===== config.mk =====
export PLATFORM = sky130hd
export DESIGN_NAME = ex_muldiv_unit
export DESIGN_NICKNAME = d
export VERILOG_FILES = /design/src/rtl/ex_muldiv_unit.sv
export SDC_FILE = /design/constraint.sdc
export NUM_CORES = 1
export LEC_CHECK = 0
export CORE_UTILIZATION = 56
export CTS_CLUSTER_SIZE = 28
export DETAILED_ROUTE_END_ITERATION = 10
export MAX_ROUTING_LAYER = met4
export PLACE_DENSITY = 0.81
export SLEW_MARGIN = 5
export SYNTH_ARGS = -nofsm -noshare
export SYNTH_HDL_FRONTEND = slang
export SYNTH_SLANG_ARGS = --single-unit

===== constraint.sdc =====
create_clock -name clk -period 5.2 [get_ports clk]
set_input_delay 0.52 -clock clk [delete_from_list [all_inputs] [get_ports clk]]
set_output_delay 0.52 -clock clk [all_outputs]
set_load 0.005 [all_outputs]

===== src/rtl/ex_muldiv_unit.sv =====
// Iterative RV32M multiply/divide unit for the EX stage: shift-add multiply and
// restoring divide, one bit per cycle, with single-cycle resolution of div-by-zero/overflow.
module ex_muldiv_unit #(
   parameter int XLEN = 32
) (
   input  logic            clk,
   input  logic            reset_n,
   input  logic            flush_i,
   input  logic            start_i,
   input  logic [2:0]      funct3_i,
   input  logic [XLEN-1:0] rs1_i,
   input  logic [XLEN-1:0] rs2_i,
   input  logic [4:0]      rd_i,
   output logic            stall_o,
   output logic            result_valid_o,
   output logic [XLEN-1:0] result_o,
   output logic [4:0]      rd_o,
   output logic [1:0]      state_o
);

   // Handshake: an op is accepted on the edge where state is IDLE, start_i=1 and
   // flush_i=0; stall_o holds upstream from that cycle through CALC; result_valid_o is
   // high for the single DONE cycle (unless flushed), when result_o/rd_o are valid.
   localparam int CW = $clog2(XLEN) + 1;

   typedef enum logic [1:0] {
      IDLE = 2'd0,
      CALC = 2'd1,
      DONE = 2'd2
   } state_t;

   state_t              state, state_nxt;
   logic [CW-1:0]       count;
   logic [2:0]          f3_q;
   logic [4:0]          rd_q;
   logic [XLEN-1:0]     opnd;
   logic [2*XLEN-1:0]   acc;
   logic                neg_res, neg_rem;
   logic [XLEN-1:0]     result_q;
   logic [4:0]          rd_out_q;

   logic                rs1_sgn, rs2_sgn, a_neg, b_neg;
   logic [XLEN-1:0]     a_mag, b_mag;
   logic                div_zero, div_ovf, special;
   logic [XLEN-1:0]     special_res;
   logic                accept;

   always_comb begin
      rs1_sgn = 1'b0;
      rs2_sgn = 1'b0;
      case (funct3_i)
         3'b000, 3'b001, 3'b100, 3'b110: begin
            rs1_sgn = 1'b1;
            rs2_sgn = 1'b1;
         end
         3'b010:  rs1_sgn = 1'b1;
         default: ;
      endcase
   end

   assign a_neg    = rs1_sgn & rs1_i[XLEN-1];
   assign b_neg    = rs2_sgn & rs2_i[XLEN-1];
   assign a_mag    = a_neg ? -rs1_i : rs1_i;
   assign b_mag    = b_neg ? -rs2_i : rs2_i;
   assign div_zero = funct3_i[2] & (rs2_i == '0);
   assign div_ovf  = funct3_i[2] & ~funct3_i[0] & (rs1_i == {1'b1, {(XLEN-1){1'b0}}})
                     & (rs2_i == '1);
   assign special  = div_zero | div_ovf;
   // funct3[1] separates REM/REMU from DIV/DIVU.
   assign special_res = div_zero ? (funct3_i[1] ? rs1_i : '1)
                                 : (funct3_i[1] ? '0 : rs1_i);
   assign accept   = (state == IDLE) & start_i & ~flush_i;

   logic [XLEN-1:0]   hi, lo;
   logic [XLEN:0]     mul_sum, div_shl, div_diff;
   logic              qbit;
   logic [2*XLEN-1:0] acc_nxt, prod;
   logic [XLEN-1:0]   quot, remd, calc_res;

   assign hi       = acc[2*XLEN-1:XLEN];
   assign lo       = acc[XLEN-1:0];
   assign mul_sum  = {1'b0, hi} + (lo[0] ? {1'b0, opnd} : '0);
   assign div_shl  = {hi, lo[XLEN-1]};
   assign div_diff = div_shl - {1'b0, opnd};
   assign qbit     = ~div_diff[XLEN];
   // Multiply: acc = {partial, multiplier}; divide: acc = {remainder, dividend/quotient}.
   assign acc_nxt  = f3_q[2] ? {(qbit ? div_diff[XLEN-1:0] : div_shl[XLEN-1:0]), lo[XLEN-2:0], qbit}
                             : {mul_sum, lo[XLEN-1:1]};
   assign prod     = neg_res ? -acc_nxt : acc_nxt;
   assign quot     = neg_res ? -acc_nxt[XLEN-1:0] : acc_nxt[XLEN-1:0];
   assign remd     = neg_rem ? -acc_nxt[2*XLEN-1:XLEN] : acc_nxt[2*XLEN-1:XLEN];

   always_comb begin
      calc_res = '0;
      case (f3_q)
         3'b000:                 calc_res = prod[XLEN-1:0];
         3'b001, 3'b010, 3'b011: calc_res = prod[2*XLEN-1:XLEN];
         3'b100, 3'b101:         calc_res = quot;
         default:                calc_res = remd;
      endcase
   end

   always_ff @(posedge clk or negedge reset_n) begin
      if (!reset_n) state <= IDLE;
      else          state <= state_nxt;
   end

   always_comb begin
      state_nxt      = state;
      stall_o        = 1'b0;
      result_valid_o = 1'b0;
      case (state)
         IDLE: if (accept) begin
            stall_o   = 1'b1;
            state_nxt = special ? DONE : CALC;
         end
         CALC: begin
            stall_o = 1'b1;
            if (count == CW'(1)) state_nxt = DONE;
         end
         DONE: begin
            result_valid_o = 1'b1;
            state_nxt      = IDLE;
         end
         default: state_nxt = IDLE;
      endcase
      if (flush_i) begin
         state_nxt      = IDLE;
         result_valid_o = 1'b0;
      end
   end

   always_ff @(posedge clk or negedge reset_n) begin
      if (!reset_n) begin
         count    <= '0;
         f3_q     <= '0;
         rd_q     <= '0;
         opnd     <= '0;
         acc      <= '0;
         neg_res  <= 1'b0;
         neg_rem  <= 1'b0;
         result_q <= '0;
         rd_out_q <= '0;
      end else if (accept) begin
         count   <= CW'(XLEN);
         f3_q    <= funct3_i;
         rd_q    <= rd_i;
         neg_res <= a_neg ^ b_neg;
         neg_rem <= a_neg;
         opnd    <= funct3_i[2] ? b_mag : a_mag;
         acc     <= funct3_i[2] ? {{XLEN{1'b0}}, a_mag} : {{XLEN{1'b0}}, b_mag};
         if (special) begin
            result_q <= special_res;
            rd_out_q <= rd_i;
         end
      end else if (state == CALC && !flush_i) begin
         acc   <= acc_nxt;
         count <= count - CW'(1);
         if (count == CW'(1)) begin
            result_q <= calc_res;
            rd_out_q <= rd_q;
         end
      end
   end

   assign result_o = result_q;
   assign rd_o     = rd_out_q;
   assign state_o  = state;

endmodule

[Word-level counts from Yosys, hierarchy flattened]
Index checks and enable logic that the tools add are counted.
Storage, ports and cells
  register bits: 151
  input bits: 76
  output and inout port bits: 41
Cells by class
  add/subtract/negate cells: 8
  eq/ne operators: 17
  multiplexer cells: 37
  bitwise logic cells: 13
  reductions and logical operators: 14
Operators by type and width (number)
  two-way mux 32 bit: 15
  two-way mux 64 bit: 4
  negation 32 bit: 4
  case mux 32 bit (3 select lines): 1
  equality test 32 bit (second input constant): 2
  negation 64 bit: 1
  adder 32 x 32 -> 33 bit: 1
  subtractor 33 x 32 -> 33 bit: 1
  zero test 32 bit: 1
  two-way mux 5 bit: 4
  equality test 3 bit (second input constant): 4
  two-way mux 6 bit: 2
  equality test 3 x 2 -> 1 bit (second input constant): 3
  bitwise AND 1 bit: 8
  two-way mux 2 bit: 4
  equality test 3 x 1 -> 1 bit (second input constant): 2
  equality test 6 x 1 -> 1 bit (second input constant): 1
  zero test 3 bit: 2
  inequality test 3 bit (second input constant): 2
  subtractor 6 x 1 -> 6 bit (second input constant): 1
  two-way mux 1 bit: 5
  OR reduction 5 bit: 1
  case mux 2 bit (2 select lines): 1
  nonzero test 2 bit: 2
  other kinds (15): 17

[Logic depth before layout (Yosys ltp)]
Gate-level depths: netlist of the first run.
  depth after elaboration: 9
  mapped depth: 24
  gate-level depth less buffers: 22

[Least setup slack after synthesis of the first run]
OpenSTA, ideal clock, no wires.
  kind: register to register
  from: reg acc[31]
  to: reg result_q[28], in the netlist result_o[28]
  setup time: 0.099 ns
  arrival: 4.857 ns
  required time: 5.101 ns
  path slack: 0.244 ns
  stages on the path, launching flop included: 24
  clock period less this slack: 4.956 ns
  path through: dfrtp_1 > clkbuf_1 > inv_1 > ha_1 > inv_1 > fa_1 > a211oi_1 > o211ai_1 > o2111ai_2 > a31oi_4 > nor3_2 > buf_4 > nor3_1 > nor2_1 > ha_1 > nand4_1 > or2_2 > or3_1 > or2_2 > clkbuf_1 > o41ai_1 > xnor2_1 > a221oi_1 > a311oi_1
On the way
  word-level cells in the longest chain between the ends: 9
  elaborated cells between the ends (all ways): 14
  those cells by class: 4 x add/sub; 9 x mux; 1 x bitwise
RTL lines
  from (decl): line 37  | logic [2*XLEN-1:0] acc;
  from (signal assigned): line 151  | acc <= funct3_i[2] ? {{XLEN{1'b0}}, a_mag} : {{XLEN{1'b0}}, b_mag};
  from (signal assigned): line 157  | acc <= acc_nxt;
  subtractor 33 x 32 -> 33 bit: line 84  | assign div_diff = div_shl - {1'b0, opnd};
  two-way mux 32 bit / inverter 1 bit (equally long branches): line 87, 85
  two-way mux 64 bit *: line 87  | assign acc_nxt = f3_q[2] ? {(qbit ? div_diff[XLEN-1:0] : div_shl[XLEN-1:0]), lo[XLEN-2:0], qbit}
  negation 64 bit (tied with other cells): line 89  | assign prod = neg_res ? -acc_nxt : acc_nxt;
  two-way mux 64 bit (tied with other cells): line 89
  case mux 32 bit (3 select lines) *: line 95  | case (f3_q)
  two-way mux 32 bit *: line 159  | if (count == CW'(1)) begin
  two-way mux 32 bit *: line 156  | end else if (state == CALC && !flush_i) begin
  two-way mux 32 bit *: line 144  | end else if (accept) begin
  to (signal assigned): line 153  | result_q <= special_res;
  to (signal assigned): line 160  | result_q <= calc_res;
  to (decl): line 39  | logic [XLEN-1:0] result_q;
Mark *: on every way between the ends. The rest lies on a longest branch, timed or not. The select of a mux whose other input is x is not followed.
A chain may end at the register's enable or synchronous reset.

[Final worst setup path of the first run]
  from: reg acc[31]
  to: reg result_q[31], in the netlist result_o[31]
Same word-level chain as after synthesis.

==> run summary, run 1 <==
Summing over every cut layer, the via total after detailed routing is 18989. For the worst setup path, the data arrival time is 5.32 ns. The synthesized net count is 2452, and the quantity of I/O buffers inserted on ports is 116. The maximum fanout count along the critical path works out to 20. Across the whole layout, storage elements account for 3780 um2. The fmax was 199 MHz; the maximum number of pins on one net before global-route repair was 125.

The tools report the final antenna-violating net count as 0. The total of warnings raised by yosys was 0. The count of final max-slew check failures is 0, and the number of iterations in the first detailed-routing pass is 7. The finished cells cover 19200 um2. The leakage power is 7.75 nW. The logs give 0 for the hold violation total from the final report and 68800 um for the total routed wirelength.

Simple logic cell fraction of the synthesized area: 0.233. TritonCTS built the clock tree. The total core area came out at 29100 um2. The first global-routing pass estimated 104000 um of wire.

From bottom edge to top edge, the die measures 175 um. At the pin with the least slew margin, the transition time is 1.16 ns. For the number of buffers created by CTS, the log shows 17. The total number of clock tree sinks came out at 151. The tools report the CTS root buffer as clkbuf_16.

The via count of the first global-routing pass was 17272; the share of the clock period used by the worst path was 0.964. For the worst-skew pair, the clock arrives at the later sink with an insertion delay of 0.47 ns. By area, the combinational part of the netlist is dominated by compound AO/OA/AOI/OAI gates. The run gives 0.460 as the global routing usage summed across all routing layers. The library cells used most frequently in the layout, excluding fill and tap cells, are nand2_1, o21ai_0, nor2_1. The peak supply drop came out at 0.000360 V. The critical path in this run is classified as reg2reg. The layout cell share with drive strength beyond 1 works out to 0.0887.

Sequential-to-total area share from yosys stat: 0.226. Each instance of the synthesized netlist takes up on average 7.27 um2. The floorplan step set the die width to 175 um. At the worst endpoint, the required time is 5.50 ns. The fraction of registers with async set or reset after synthesis is 1.00.

Multiplexer fraction of the synthesized cell area: 0.0324. The tools report the layout net count as 2527. The total overflow left after global routing is 0. In the routed layout, each cell is associated on average with a via count of 6.84. Among all flip-flop cells after synthesis, the most frequent one is dfrtp_1. The final weighted congestion in routability-driven placement was 1.06; the initial core utilization was 0.576. Setup violations remaining at the end of the flow were counted as 0.

For this design the top-level I/O count stands at 117. The synthesized design contains 0 enable-type register cells. The clock passes through at most 2 buffers. Parity-gate share of the synthesized area counting xor and xnor cells: 0.0967.

Adder-cell share of the synthesized area: 0.0554. The run gives 0 as the diode insertion count for antenna repair. After detailed routing, the number of remaining DRC violations is 0. The flow ran to the end, and the final reports show no timing, DRC or antenna violations. The worst max-slew margin expressed relative to the limit is 0.224, and the number of cell rows is 62. The clock edge transition at the registers on the reported setup and hold paths came out at 0.08 ns. The worst hold path belongs to the class in2async.

Final hold analysis gives a worst-case slack of 0.109 ns. Summing all multi-input logic gate instances after layout gives 12200 um2. Startpoint type of the worst setup path: a flop. For the number of antenna violations at the first check in global routing, the log shows 1. Setup repair after global routing could not meet its margin everywhere. The first-iteration detailed-routing DRC count came out at 2539. Sort of element at the end of the critical path: a flop.

Area growth from synthesis to layout: 14.7%. Summing all placed instances gives a cell area of 18500 um2. The number of synthesized register bits is 151. Synthesis produced 2303 cells. The reported max-cap violation count was 0.

The filler cell count in the final layout is 2590, and the number of levels in the clock H-tree is 4. The compound-gate portion of the synthesized area is 0.303, and the post-detailed-placement half-perimeter wirelength is 52700 um. The worst path needs 5.02 ns of the cycle, external delays included. Yosys mapped the design onto 99 distinct sky130hd cell types. The die outline area came out at 30600 um2.

Leaving out fill and tap cells, the most frequent cell in the layout is nand2_1. The power density over the cells came out at 647 nW/um2. The logs give 16700 um2 for the cell area after synthesis and 0.0241 ns for the clock skew after layout.

The per-cell routed wire length was 24.8 um.
==> where the power goes <==
part	switching [mW]	total (mW)	internal, mW
Combinational	5.68	9.04	3.36
Sequential	0.510	2.09	1.58
Clock	0.612	1.30	0.686
==> per-stage QoR <==
| step | util | TNS [ns] | worst slack (ns) | total power [mW] | cells |
|---|---|---|---|---|---|
| after floorplan | - | 0 | 0.244 | 7.62 | 2303 |
| after global placement | 0.636 | 0 | 0.278 | 10.5 | 2742 |
| after detailed placement | 0.636 | 0 | 0.202 | 10.6 | 2742 |
| after CTS | 0.656 | 0 | 0.0739 | 12.0 | 2774 |
| after global routing | 0.660 | -0.00760 | -0.00753 | 13.0 | 2775 |
| final | 0.660 | 0 | 0.185 | 12.4 | 2775 |
==> final timing paths <==
| check | start | to | slack [ns] | cells after the start |
|---|---|---|---|---|
| min in group clk | rd_q[2] | rd_q[2] | 0.47 | 2 |
| worst min-delay path | reset_n | acc[48] | 0.11 | 1 |
| worst min register to register | rd_q[2] | rd_q[2] | 0.47 | 2 |
| worst max-delay path | acc[31] | result_o[31] | 0.18 | 18 |
| max in group asynchronous | reset_n | acc[27] | 4.18 | 2 |
| worst max register to register | acc[31] | result_o[31] | 0.18 | 18 |
==> cell type report <==
type	instances	area share
timing repair buffer	208	0.0977
inverter	72	0.0141
tap	384	0.0250
multi-input combinational	1928	0.636
sequential	151	0.197
clock inverter	13	0.00710
clock buffer	19	0.0231
==> layer usage <==
metal / part of all wire / GRT usage / vias up
li1: - / - / 8549
met1: 0.39 / 0.575 / 8979
met2: 0.44 / 0.682 / 1201
met3: 0.10 / 0.0896 / 260
met4: 0.069 / 0.290 / 0
met5: 0 / - / -
==> kinds of logic (layout without fill, tap and decap cells) <==
group           after synthesis  in the layout
simple gates                828            828
compound gates              789            789
buf+inv                     224            312
xor+xnor                    185            185
flops                       151            151
fa+ha+maj                    73             73
mux                          53             53
==> timing repair <==
item	4_1_cts	5_1_grt
buffers inserted	0	1
endpoints found under the setup margin	0	20
hold buffers	0	0
resized for setup	0	25
==> flip-flops by register name, indices dropped and copies added, names as in the netlist <==
signal    flops
count         6
rd_o          5
f3_q          3
result_o     32
neg_rem       1
acc          64
neg_res       1
opnd         32
rd_q          5
state_o       2
==> cell usage after synthesis, types with 26 or more instances <==
| cell type | number | share of area |
|---|---|---|
| or3_1 | 27 | 0.010 |
| nor3_1 | 64 | 0.019 |
| xnor2_1 | 108 | 0.056 |
| ha_1 | 71 | 0.053 |
| dfrtp_1 | 151 | 0.23 |
| o21ai_0 | 244 | 0.073 |
| a211oi_1 | 27 | 0.012 |
| inv_1 | 71 | 0.016 |
| a21o_1 | 28 | 0.013 |
| and2_1 | 48 | 0.018 |
| xor2_1 | 77 | 0.040 |
| nand2_1 | 296 | 0.066 |
| a21oi_1 | 174 | 0.052 |
| a31oi_1 | 26 | 0.0097 |
| o31ai_1 | 41 | 0.018 |
| nand4_1 | 38 | 0.014 |
| o211ai_1 | 45 | 0.020 |
| nor2_1 | 210 | 0.047 |
| nand3_1 | 34 | 0.010 |
| clkbuf_1 | 111 | 0.025 |
| mux2i_1 | 43 | 0.026 |
==> worst max-delay path, cell delays in order, from the launching register on <==
cell and delay (ns):
dfrtp_1 0.39, inv_1 0.08, ha_1 0.17, inv_1 0.07, fa_1 0.44, a211oi_2 0.31, o211ai_1 0.14, o2111ai_2 0.16
a31o_1 0.29, a21oi_2 0.08, buf_4 0.23, or4_1 0.57, a22oi_1 0.30, o221ai_1 0.24, or3_1 0.48, o41ai_1 0.34
xnor2_1 0.16, o22ai_1 0.25, o311ai_1 0.15
Power figures use the tool's default switching activity.
==> run 2: changes to the inputs <==
--- a/config.mk
+++ b/config.mk
@@ -5,6 +5,7 @@
 export SDC_FILE = /design/constraint.sdc
 export NUM_CORES = 1
 export LEC_CHECK = 0
+export CORE_MARGIN = 3
 export CORE_UTILIZATION = 56
 export CTS_CLUSTER_SIZE = 28
 export DETAILED_ROUTE_END_ITERATION = 10
==> run summary, run 2 (same netlist as run 1, synthesis figures left out) <==
The final weighted congestion in routability-driven placement is 1.10, and the layout net count is 2530. Setup repair after global routing could not meet its margin everywhere. Clock tree synthesis selected as its root buffer the cell clkbuf_16. The sequential cell area in the final layout came out at 3780 um2. The floorplan step set the die height to 179 um. The die span in x was 179 um.

The worst setup path is launched from a flop. For this run, the top clock speed supported by timing is 199 MHz. Traced cell by cell, the critical path runs through ha_1 -> nand4_1 -> nor3_1 -> nand3_2 -> a31o_1 -> a21oi_2 -> nor3_1 -> nor2_1 -> ha_1 -> nand4_1 -> or2_2 -> or3_4 -> nor2_2 -> nand3_1 -> nand2_1 -> xor2_1 -> a221oi_1 -> buf_4 -> mux2i_1. In the layout the commonest cells are nand2_1, o21ai_0, nor2_1. The power density over the cells was 650 nW/um2; the maximum fanout count along the critical path was 7. STA puts the critical path data arrival time at 5.33 ns. Most frequent standard cell in the layout excluding fill and tap cells: nand2_1.

Die outline area: 32000 um2. Dividing the detail-routed wire length by the instance count gives 25.2 um. The I/O pin total is 117.

After floorplanning, the core was sized to cover 29100 um2. The clock network latency to the later pin of the worst-skew pair was 0.45 ns. The first global-routing pass estimated 105000 um of wire.

The run gives 0.254 as the worst max-slew margin expressed relative to the limit. Relative to the synthesized area, the layout overhead comes to 15.0%. Setup violations remaining at the end of the flow were counted as 0. The quantity of I/O buffers inserted on ports was 116; the residual overflow from global routing was 0.

The layout cell share with drive strength beyond 1 was 0.0873; the final core utilization was 0.662. The maximum number of pins on one net before global-route repair was 125. The share of the clock period used by the worst path is 0.968, and the maximum clock path buffer count is 2. At the worst endpoint, the required time is 5.49 ns. After legalization and detailed placement, the total HPWL measured 54000 um. The tools report the launching instance or port of the critical path as acc[61]. The tools report the number of buffers created by CTS as 17.

The critical-path cell with the highest stage delay was dfrtp_1. For the leakage power, the log shows 7.78 nW. The cell family contributing the most delay on the critical path is simple AND/OR/NAND/NOR gates.

Adding up every negative setup slack in the final design gives 0 ns. The tools report the number of iterations in the first detailed-routing pass as 8. The setup check on the worst reg-to-reg path leaves a slack of 0.17 ns. The tools report the routed via count as 19130.

VDD sags by at most 0.000323 V. The hold violation total from the final report came out at 0. After clock tree synthesis, the flow added hold-fix buffers numbering 0. Dividing the detail-routed via count by the number of cells gives 6.87. First-iteration detailed-routing DRC count: 2604. The minimum clock period after layout is 5.03 ns. The run gives 0 as the count of final max-slew check failures. For the via count of the first global-routing pass, the log shows 17600.

After detailed routing, the number of remaining DRC violations is 0. TritonCTS built the clock tree. Worst hold path class: in2async.

The number of antenna violations at the first check in global routing was 9. The final worst hold slack is 0.0766 ns, and the total routed wirelength is 70300 um. Counting flops per register, the top entry is acc. The global routing usage summed across all routing layers was 0.442. Type of the worst setup path: reg2reg. Clock skew on the completed layout was measured at 0.0128 ns. The logs give 0.576 for the initial core utilization and 12200 um2 for the area used by multi-input combinational logic. At the pin with the least slew margin, the transition time is 1.11 ns. Sort of element at the end of the critical path: a flop. Clock-pin slew was measured on the worst setup and hold paths at 0.07 ns. The launching point of the worst reg2reg path was acc[61]. Max-cap violations in this run came to 0.

The initialized floorplan defines 62 standard-cell rows. For the filler cell count in the final layout, the log shows 2521. For the final antenna-violating net count, the log shows 0. The clock tree synthesis step divided the H-tree into 4 levels.

CTS saw 151 sinks. The delay contributed by the slowest stage of the critical path works out to 0.43 ns. The register with the most flip-flops in the layout has 64 of them.

The run finished with clean final reports. The number of buffers and inverters on the critical path came out at 1.
run 2: per-stage QoR:
| step | power, mW | cells | setup slack [ns] | instance area, um2 |
|---|---|---|---|---|
| CTS | 12.1 | 2775 | 0.0400 | 19100 |
| finish | 12.5 | 2785 | 0.166 | 19300 |
| global route | 13.1 | 2785 | -0.0304 | 19300 |
| detailed placement | 10.8 | 2743 | 0.0966 | 18500 |
| global placement | 10.6 | 2743 | 0.147 | 18500 |
| floorplan | 7.62 | 2303 | 0.244 | 16700 |
run 2: area by class of cell:
class | instances | share of cell area
clock buffer | 18 | 0.0228
clock inverter | 14 | 0.00805
multi-input combinational | 1928 | 0.633
timing repair buffer | 211 | 0.0999
sequential | 151 | 0.196
tap | 384 | 0.0249
inverter | 72 | 0.0140
antenna | 7 | 0.000909
run 2: path summary, 6_finish.rpt:
| path | endpoint | cells past startpoint |
|---|---|---|
| max reg2reg | result_o[8] | 19 |
| max in group asynchronous | acc[0] | 2 |
| min reg2reg | rd_q[4] | 2 |
| min | rd_o[2] | 1 |
| min in group clk | rd_q[4] | 2 |
| max | result_o[8] | 19 |
run 2: routing by layer:
| layer | wire, um | GRT usage |
|---|---|---|
| met2 | 31200 | 0.673 |
| met5 | 0 | - |
| met4 | 5250 | 0.273 |
| met1 | 26200 | 0.527 |
| met3 | 7630 | 0.110 |
run 2: timing repair:
action,in CTS,in global routing
buffers inserted,0,3
setup endpoints to repair,0,20
resized for setup,0,19
run 2: report_power, final:
part	total [mW]	switching, mW	internal, mW
sequential	2.11	0.535	1.58
clock	1.31	0.615	0.696
combinational	9.10	5.69	3.42
total	12.5	6.84	5.69
